## config.mk

```make
export PLATFORM = sky130hd
export DESIGN_NAME = horizontal_out_router
export DESIGN_NICKNAME = d
export VERILOG_FILES = /design/src/rtl/horizontal_out_router.sv
export SDC_FILE = /design/constraint.sdc
export NUM_CORES = 1
export LEC_CHECK = 0
export ABC_AREA = 1
export CORE_MARGIN = 10
export CORE_UTILIZATION = 46
export CTS_BUF_LIST = sky130_fd_sc_hd__clkbuf_8 sky130_fd_sc_hd__clkbuf_16
export DETAILED_ROUTE_END_ITERATION = 8
export PLACE_DENSITY_LB_ADDON = 0.15
export SLEW_MARGIN = 30
export SYNTH_ARGS = -nofsm -noshare
export SYNTH_HDL_FRONTEND = slang
export SYNTH_SLANG_ARGS = --single-unit
export TNS_END_PERCENT = 5
```

## constraint.sdc

```tcl
create_clock -name clk -period 16.5 [get_ports clk]
set_clock_uncertainty 0.1 [all_clocks]
set_input_delay 4.95 -clock clk [delete_from_list [all_inputs] [get_ports clk]]
set_output_delay 4.95 -clock clk [all_outputs]
set_load 0.005 [all_outputs]
```

## src/rtl/horizontal_out_router.sv

```systemverilog
// Frame-position router for multiplier samples: splits each frame into head/body/tail
// regions, emits ROM bank write selects and an in-region address, all registered.
module horizontal_out_router #(
  parameter int P_WIDTH = 64,
  parameter int SEG_LEN = 4,
  parameter int NSEG    = 4,
  parameter int N_ROM   = 8,
  localparam int FRAME_LEN = NSEG * SEG_LEN,
  localparam int CW        = (FRAME_LEN > 1) ? $clog2(FRAME_LEN) : 1,
  localparam int SW        = $clog2(NSEG)
) (
  input  logic                   clk,
  input  logic                   rst_n,
  input  logic [P_WIDTH-1:0]     in_data,
  input  logic                   in_valid,
  input  logic                   sync_clr,
  input  logic                   err_clr,
  output logic [P_WIDTH-1:0]     head_data,
  output logic [P_WIDTH-1:0]     body_data,
  output logic [P_WIDTH-1:0]     tail_data,
  output logic                   out_valid,
  output logic                   rom0_w,
  output logic [2*(N_ROM-1)-1:0] rom_w,
  output logic [SW-1:0]          seg_idx,
  output logic [CW-1:0]          wr_addr,
  output logic                   frame_done,
  output logic                   frame_err
);

  localparam int LOG_SEG = $clog2(SEG_LEN);

  logic [CW-1:0]          cnt, cnt_nxt, idx, off, wr_d;
  logic [SW-1:0]          seg;
  logic                   is_head, is_tail, is_last;
  logic [1:0]             odd_code, even_code;
  logic [2*(N_ROM-1)-1:0] rom_w_d;

  always_comb begin
    idx     = sync_clr ? '0 : cnt;
    seg     = SW'(idx >> LOG_SEG);
    off     = idx & CW'(SEG_LEN - 1);
    is_head = (seg == '0);
    is_tail = (seg == SW'(NSEG - 1));
    is_last = (idx == CW'(FRAME_LEN - 1));
    wr_d    = (is_head || is_tail) ? off : idx - CW'(SEG_LEN);

    // Body segments alternate odd-bank codes 1,2,1,... starting at segment 1.
    if (is_head) begin
      odd_code  = 2'd0;
      even_code = 2'd2;
    end else if (is_tail) begin
      odd_code  = 2'd0;
      even_code = 2'd1;
    end else begin
      odd_code  = seg[0] ? 2'd1 : 2'd2;
      even_code = 2'd0;
    end

    rom_w_d = '0;
    for (int b = 1; b < N_ROM; b++) begin
      rom_w_d[2*(b-1) +: 2] = (b % 2 == 1) ? odd_code : even_code;
    end

    if (in_valid)
      cnt_nxt = is_last ? '0 : idx + CW'(1);
    else if (sync_clr)
      cnt_nxt = '0;
    else
      cnt_nxt = cnt;
  end

  always_ff @(posedge clk or posedge rst_n) begin
    if (rst_n) begin
      cnt        <= '0;
      head_data  <= '0;
      body_data  <= '0;
      tail_data  <= '0;
      out_valid  <= 1'b0;
      rom0_w     <= 1'b0;
      rom_w      <= '0;
      seg_idx    <= '0;
      wr_addr    <= '0;
      frame_done <= 1'b0;
      frame_err  <= 1'b0;
    end else begin
      cnt        <= cnt_nxt;
      out_valid  <= in_valid;
      head_data  <= (in_valid && is_head) ? in_data : '0;
      tail_data  <= (in_valid && is_tail) ? in_data : '0;
      body_data  <= (in_valid && !is_head && !is_tail) ? in_data : '0;
      rom0_w     <= in_valid && is_head;
      rom_w      <= in_valid ? rom_w_d : '0;
      seg_idx    <= in_valid ? seg : '0;
      wr_addr    <= in_valid ? wr_d : '0;
      frame_done <= in_valid && is_last;
      // A truncating resync wins over a same-cycle clear.
      if (sync_clr && (cnt != '0))
        frame_err <= 1'b1;
      else if (err_clr)
        frame_err <= 1'b0;
    end
  end

endmodule

```

==> impl_metrics.json, run 1 <==
{
  "status": "finished, final reports clean",
  "crit_arrival_ns": 6.83,
  "wl_per_cell_microns": 18.30,
  "num_io_pins": 285,
  "yosys.area.top_type": "dfrtp_1",
  "layout.cells.non_filler": 1015,
  "detailedPlace.worstSlack_ns": 9.436,
  "numCtsBuffers": 22,
  "drc": 0,
  "synth_top_area_share_pct": 73.90,
  "layout_setup_ws_ns": 9.965,
  "hold_end": "frame_err",
  "globalRoute.busiestLayer": "met2",
  "cts_tree": "yes",
  "avgSynthCellArea_sq_um": 13.08,
  "relSlewSlack_pct": 30.08,
  "overflow": 0,
  "drt_wl_total_mm": 18.58,
  "r2r_start": "cnt[3]",
  "cp_top_family": "simple AND/OR/NAND/NOR gates",
  "first_iter_violations": 175,
  "antenna_cells": 0,
  "cp.required_ns": 16.79,
  "seq_area_frac_synth_pct": 73.90,
  "p_leak_nw": 5.102,
  "crit_fanout": 65,
  "drv_slew": 0,
  "vias_per_cell": 4.415,
  "setup-violations-final": 0,
  "drive_above_1_share_pct": 11.00,
  "cpPeakStageDelay_ns": 0.66,
  "max_freq_mhz": 153.0,
  "fin_crit_ns": 6.535,
  "die_h_microns": 143.4,
  "htreeDepth": 1,
  "gr-usage-met2_pct": 31.07,
  "cp_slowest_cell": "clkdlybuf4s50_1",
  "dp.cells": 976,
  "antenna_found_initial": 0,
  "cts_resized": 0,
  "postRouteAntennaNets": 0,
  "hold_viol_final": 0,
  "cp_num_buf_inv": 2,
  "synth_cell_types": 18,
  "r2r_setup_slack_ns": 14.48,
  "synth_seq_cells": 207,
  "die-width_microns": 143.4,
  "root_buffer": "clkbuf_16",
  "hold_buffers": 0,
  "hold_path.class": "reg2reg",
  "grt_start_max_net_pins": 115,
  "die-area_sq_um": 20580,
  "syn_inst": 536,
  "grt_pass1_vias": 4964,
  "first_pass_iters": 4,
  "post-route-period-util_pct": 39.60,
  "worst_pin_slew_ns": 1.049,
  "insertion_delay_ns": 0.49,
  "vias": 4481,
  "min_path_cells": 2,
  "rsz0062_at_grt": "no",
  "synth_area_leaders": "dfrtp_1 (74%), nor2_1 (8.1%), nor2_4 (8.0%)",
  "use_met3_pct": 7.888,
  "crit_chain": "clkdlybuf4s50_1, inv_2, nor2_4, nand2_8, nor2_1",
  "yosysWarnings": 0,
  "p_per_area_nw_per_um2": 102.3,
  "dp_hpwl_mm": 13.19,
  "hold_start": "frame_err",
  "portBuffers": 283,
  "cts_setup_buffers": 0,
  "r2r-end": "body_data[37]",
  "grt_usage_pct": 17.53,
  "ir_drop_mv": 0.08012,
  "syn_to_final_growth_pct": 50.34,
  "grt_pass1_wl_mm": 27.91,
  "clk_pin_slew_ns": 0.06,
  "layout.nets": 881,
  "start_kind": "input pin",
  "rows": 45,
  "clkSinkCount": 207,
  "drv_cap": 0,
  "initial_core_util_pct": 46.45,
  "met1_usage_pct": 18.28,
  "gp_congestion": 0.7534,
  "finalSetupTns_ns": 0,
  "reg2reg_depth": 5,
  "crit_path_end_kind": "flop",
  "synth_nets": 605,
  "synth.cell_area_sq_um": 7009,
  "clockBufferDepth": 3,
  "core-area_sq_um": 15090,
  "worst-setup-path-type": "in2reg"
}
-- routing by layer --
| layer | share of wire, % | wire [microns] |
|---|---|---|
| met3 | 11 | 2070 |
| met5 | 0 | 0 |
| met1 | 35 | 6438 |
| met4 | 2.3 | 422 |
| met2 | 52 | 9648 |
-- cells in the final DEF, fill, tap and decap left out, drive strengths merged --
master	n
nor2	201
o21ai	1
nand3	4
inv	79
nand2	11
conb	1
clkbuf	32
buf	2
a21oi	2
nor3	3
clkinv	1
clkdlybuf4s50	283
dfrtp	207
-- state kept, by name, summed over array words and instances (netlist names) --
register,count
frame_err,1
wr_addr,3
out_valid,1
seg_idx,2
body_data,64
rom_w,3
frame_done,1
cnt,4
head_data,64
tail_data,64
-- tightest hold or removal path: stages (launching register included) --
cell,delay (ns)
dfrtp_1,0.37
inv_1,0.05
o21ai_0,0.06
-- layout make-up --
cell class / count / area (sq um)
sequential: 207 / 5180
fill: 1071 / 4552
timing repair buffer: 285 / 2851
multi-input combinational: 223 / 1259
clock buffer: 32 / 699.4
inverter: 73 / 281.5
tap: 188 / 235.2
clock inverter: 7 / 31.28
-- synthesized netlist by cell type --
cell and count:
nand2_2 1, clkbuf_1 1, nor2_1 151, nor3_1 3
inv_2 2, a21oi_1 2, nand3_4 1, buf_2 7
dfrtp_1 207, buf_4 13, nand3_1 3, nor2_4 50
o21ai_0 1, buf_12 5, inv_1 71, conb_1 1
buf_6 7, nand2_1 10
-- how the worst max path moves through the flow --
| stage | depth (start not counted) | from | slack, ns | to |
|---|---|---|---|---|
| floorplan | 1 | rst_n | 5.80 | body_data[0] |
| global placement | 3 | rst_n | 9.22 | body_data[58] |
| detailed placement | 7 | sync_clr | 9.44 | body_data[11] |
| CTS | 7 | sync_clr | 9.94 | body_data[15] |
| global route | 3 | rst_n | 9.82 | body_data[48] |
| finish | 5 | in_valid | 9.97 | tail_data[5] |
-- per-stage QoR --
step	utilization, %	total power [mW]	hold slack [ns]	area, sq um
after global placement	64.97	0.6098	0.4064	9803
after detailed placement	64.99	0.6121	0.4326	9807
after CTS	69.83	1.090	0.4385	10540
after floorplan	-	0.5623	0.3736	7009
after global routing	69.83	1.119	0.4691	10540
final	69.83	1.078	0.4292	10540
-- kinds of logic after synthesis --
group / count (synthesis) / synth area share, %
AO/OA/AOI/OAI: 3 / 0.2141
buffers and inverters: 106 / 8.408
flip-flops: 207 / 73.90
other: 1 / 0.05350
AND/OR/NAND/NOR: 219 / 17.42
-- where the power goes --
part / switching (mW) / internal (mW) / total, mW
sequential: 0.00442 / 0.520 / 0.524
combinational: 0.0385 / 0.0388 / 0.0774
clock: 0.185 / 0.291 / 0.477
(Power assumes the default switching activity.)
==> run 2, diff against run 1 <==
- CORE_UTILIZATION: 46 -> 43
- clock period: 16.5 -> 6.29 ns (I/O delays scaled with it)
==> impl_metrics.json, run 2 (synthesized netlist as in run 1, its figures left out) <==
{
  "die-area_sq_um": 21810,
  "crit_path_end_kind": "flop",
  "reg2reg_depth": 4,
  "dp.cells": 1005,
  "num_io_pins": 285,
  "clockBufferDepth": 3,
  "cts_tree": "yes",
  "insertion_delay_ns": 0.49,
  "vias": 4533,
  "cts_setup_buffers": 0,
  "clk_pin_slew_ns": 0.06,
  "grt_usage_pct": 16.99,
  "fin_crit_ns": 3.805,
  "die-width_microns": 147.7,
  "worst-setup-path-type": "in2reg",
  "status": "finished, final reports clean",
  "min_path_cells": 2,
  "drv_cap": 0,
  "hold_viol_final": 0,
  "first_iter_violations": 136,
  "postRouteAntennaNets": 0,
  "grt_pass1_wl_mm": 29.30,
  "r2r_setup_slack_ns": 3.94,
  "post-route-period-util_pct": 60.49,
  "drv_slew": 0,
  "crit_fanout": 39,
  "core-area_sq_um": 15940,
  "final_util_pct": 66.49,
  "p_per_area_nw_per_um2": 268.3,
  "gp_congestion": 0.8375,
  "syn_to_final_growth_pct": 51.23,
  "root_buffer": "clkbuf_16",
  "drive_above_1_share_pct": 11.35,
  "reg_top3": "body_data: 64 flops, head_data: 64 flops, tail_data: 64 flops",
  "antenna_found_initial": 0,
  "top_layer_used": "met4",
  "grt_start_max_net_pins": 114,
  "p_leak_nw": 5.101,
  "initial_core_util_pct": 43.96,
  "die_h_microns": 147.7,
  "cts_resized": 0,
  "vias_per_cell": 4.342,
  "r2r_start": "cnt[3]",
  "layout.nets": 883,
  "hold_buffers": 0,
  "relSlewSlack_pct": 37.58,
  "final_common_cell": "clkdlybuf4s50_1",
  "cp-startpoint": "sync_clr",
  "overflow": 0,
  "first_pass_iters": 4,
  "worst_pin_slew_ns": 0.9352,
  "cp.required_ns": 6.60,
  "portBuffers": 283,
  "drc": 0,
  "crit_arrival_ns": 4.12,
  "hold_start": "frame_err",
  "wl_met2_mm": 9.361,
  "met3_length_mm": 2.558,
  "rows": 46,
  "rsz0062_at_grt": "no",
  "start_kind": "input pin",
  "met1_length_mm": 6.437,
  "finalSetupTns_ns": 0,
  "antenna_cells": 0,
  "final_cell_mix": "clkdlybuf4s50_1 (283), dfrtp_1 (207), nor2_1 (151)",
  "setup-violations-final": 0,
  "hold_end": "frame_err",
  "ir_drop_mv": 0.2069,
  "htreeDepth": 1,
  "clkSinkCount": 207,
  "layout.cells.non_filler": 1044,
  "max_freq_mhz": 262.8,
  "r2r-end": "head_data[61]",
  "numCtsBuffers": 22,
  "n_fill_cell": 1194,
  "drt_wl_total_mm": 18.88,
  "dp_hpwl_mm": 13.54,
  "grt_pass1_vias": 5126,
  "hold_path.class": "reg2reg",
  "wl_per_cell_microns": 18.08
}
## run 2: changes by cell type in the layout (fill, tap and decap cells not counted), sizes merged
cell,before,now
bufinv,0,2
buf,2,4
clkinvlp,0,3
clkinv,1,5
inv,79,76
clkbuf,32,25
## run 2: routing by layer
metal / vias up / GRT usage [%]
li1: 2097 / -
met1: 2207 / 17.75
met2: 197 / 28.56
met3: 32 / 9.249
met4: 0 / 5.748
met5: - / 0
## run 2: final cells by class
type	instances	area [sq um]	share of cell area (%)
repair buffers	287	2895	27.31
flip-flops and latches	207	5180	48.87
multi-input cells	223	1259	11.87
inverters	73	277.8	2.620
clock inverters	13	115.1	1.086
well taps	216	270.3	2.550
clock buffers	25	603.1	5.689
## run 2: worst max-delay path, stage by stage
cell	delay [ns]
clkdlybuf4s50_1	0.50
inv_2	0.07
nand2_1	0.20
nand3_2	0.75
buf_4	0.54
nor2_1	0.14
## run 2: how the worst max path moves through the flow
stage,end,depth (start not counted)
after global placement,head_data[51],6
after CTS,head_data[61],6
final,head_data[61],6
after floorplan,body_data[0],1
after detailed placement,head_data[45],6
after global routing,head_data[59],6
## run 2: report_power, final
group / switching, mW / internal, mW / total [mW]
Clock: 0.499 / 0.765 / 1.26
Sequential: 0.0111 / 1.36 / 1.37
Combinational: 0.103 / 0.103 / 0.206
Total: 0.613 / 2.23 / 2.84
## run 2: per-stage QoR
stage	total power, mW	cell area, sq um	hold WS (ns)	setup WS, ns
floorplan	1.475	7013	0.3736	1.617
global placement	1.603	9854	0.4128	2.005
detailed placement	1.608	9854	0.4238	2.010
CTS	2.880	10570	0.4323	2.499
global route	2.957	10600	0.4616	2.376
finish	2.844	10600	0.4393	2.485
==> run 3, diff against run 2 <==
- clock period: 6.29 -> 3.6 ns (I/O delays scaled with it)
==> impl_metrics.json, run 3 (synthesized netlist as in run 1, its figures left out) <==
{
  "status": "finished, final reports clean",
  "crit_fanout": 5,
  "p_total_mw": 5.221,
  "hold_buffers": 0,
  "portBuffers": 283,
  "p_leak_nw": 5.207,
  "met1_length_mm": 6.536,
  "hold_viol_final": 0,
  "initial_core_util_pct": 43.96,
  "rows": 46,
  "layout.nets": 898,
  "power_frac_seq_pct": 46.0,
  "cpPeakStageDelay_ns": 0.55,
  "cp_num_buf_inv": 1,
  "cp_top_family": "buffers and inverters",
  "ir_drop_mv": 0.4157,
  "drv_slew": 0,
  "n_fill_cell": 1166,
  "numCtsBuffers": 22,
  "num_io_pins": 285,
  "drc": 0,
  "start_kind": "flop",
  "syn_to_final_growth_pct": 54.34,
  "cp_slowest_cell": "clkdlybuf4s50_1",
  "met3_length_mm": 2.584,
  "die-area_sq_um": 21810,
  "root_buffer": "clkbuf_16",
  "drv_cap": 0,
  "drive_above_1_share_pct": 13.06,
  "vias_per_cell": 4.360,
  "fin_crit_ns": 2.616,
  "top_layer_used": "met4",
  "antenna_cells": 0,
  "antenna_found_initial": 0,
  "clockBufferDepth": 3,
  "first_iter_violations": 141,
  "cts_tree": "yes",
  "grt_start_max_net_pins": 39,
  "clk_pin_slew_ns": 0.06,
  "intPower_mw": 4.161,
  "core-area_sq_um": 15940,
  "wl_met2_mm": 9.392,
  "first_pass_iters": 4,
  "die_h_microns": 147.7,
  "relSlewSlack_pct": 50.46,
  "worst-setup-path-type": "reg2out",
  "grt_pass1_wl_mm": 29.63,
  "drt_wl_total_mm": 19.02,
  "comb_power_share_pct": 7.2,
  "dp_hpwl_mm": 14.20,
  "reg_top3": "body_data: 64 flops, head_data: 64 flops, tail_data: 64 flops",
  "die-width_microns": 147.7,
  "post-route-period-util_pct": 72.68,
  "clkSinkCount": 207,
  "max_freq_mhz": 382.2,
  "netSwitchingPower_mw": 1.060,
  "finalSetupTns_ns": 0,
  "crit_chain": "clkdlybuf4s50_1",
  "wl_per_cell_microns": 17.98,
  "setup-violations-final": 0,
  "swShare_pct": 20.29,
  "worst_pin_slew_ns": 0.7415,
  "crit_path_end_kind": "output pin",
  "htreeDepth": 1,
  "gp_congestion": 0.8568,
  "cts_resized": 0,
  "whs_ns": 0.4323,
  "rsz0062_at_grt": "no",
  "cts_setup_buffers": 0,
  "dp.cells": 1021,
  "insertion_delay_ns": 0.48,
  "overflow": 0,
  "final_cell_mix": "clkdlybuf4s50_1 (283), dfrtp_1 (207), nor2_1 (151)",
  "layout.cells.non_filler": 1058,
  "clkPwrFrac_pct": 46.9,
  "cp.required_ns": 2.42,
  "hold_path.class": "reg2reg",
  "postRouteAntennaNets": 0,
  "crit_arrival_ns": 1.44,
  "grt_usage_pct": 17.24,
  "grt_pass1_vias": 5206,
  "p_per_area_nw_per_um2": 482.6,
  "vias": 4613,
  "final_common_cell": "clkdlybuf4s50_1"
}
-- run 3: final timing paths --
| path | from | to | slack, ns | cells past startpoint |
|---|---|---|---|---|
| worst max-delay path | wr_addr[2] | rom_w[9] | 0.98 | 1 |
| worst min-delay path | cnt[2] | wr_addr[2] | 0.43 | 1 |
| worst max register to register | cnt[2] | tail_data[52] | 1.80 | 5 |
| worst min register to register | cnt[2] | wr_addr[2] | 0.43 | 1 |
| max in group asynchronous | rst_n | body_data[27] | 1.79 | 3 |
| min in group asynchronous | rst_n | body_data[7] | 0.97 | 2 |
-- run 3: metrics by stage --
| stage | setup slack (ns) | cell area [sq um] | util, % |
|---|---|---|---|
| 2_1_floorplan | -0.2662 | 7013 | - |
| 3_3_place_gp | 0.5980 | 10010 | 62.80 |
| 3_5_place_dp | 0.5592 | 10010 | 62.80 |
| 4_1_cts | 0.9379 | 10820 | 67.85 |
| 5_1_grt | 0.9288 | 10820 | 67.85 |
| 6_report | 0.9837 | 10820 | 67.85 |
-- run 3: area by class of cell --
type                            count  area [sq um]  share of cell area, %
Multi-Input combinational cell    223          1259                  11.64
Clock buffer                       27         630.6                  5.829
Timing Repair Buffer              302          3025                  27.97
Clock inverter                     10         175.2                  1.619
Sequential cell                   207          5180                  47.88
Tap cell                          216         270.3                  2.498
Inverter                           73         277.8                  2.568
-- run 3: power groups by stage --
stage	combinational, mW	clock, mW	sequential, mW
5_1_grt	0.411	2.59	2.40
3_5_place_dp	0.380	0	2.44
4_1_cts	0.383	2.51	2.40
3_3_place_gp	0.374	0	2.44
2_1_floorplan	0.129	0	2.45
6_report	0.373	2.45	2.40
-- run 3: metal layers --
layer | up-vias | global-route usage (%)
li1 | 2123 | -
met1 | 2267 | 17.54
met2 | 194 | 29.49
met3 | 29 | 9.554
met4 | 0 | 5.600
met5 | - | 0
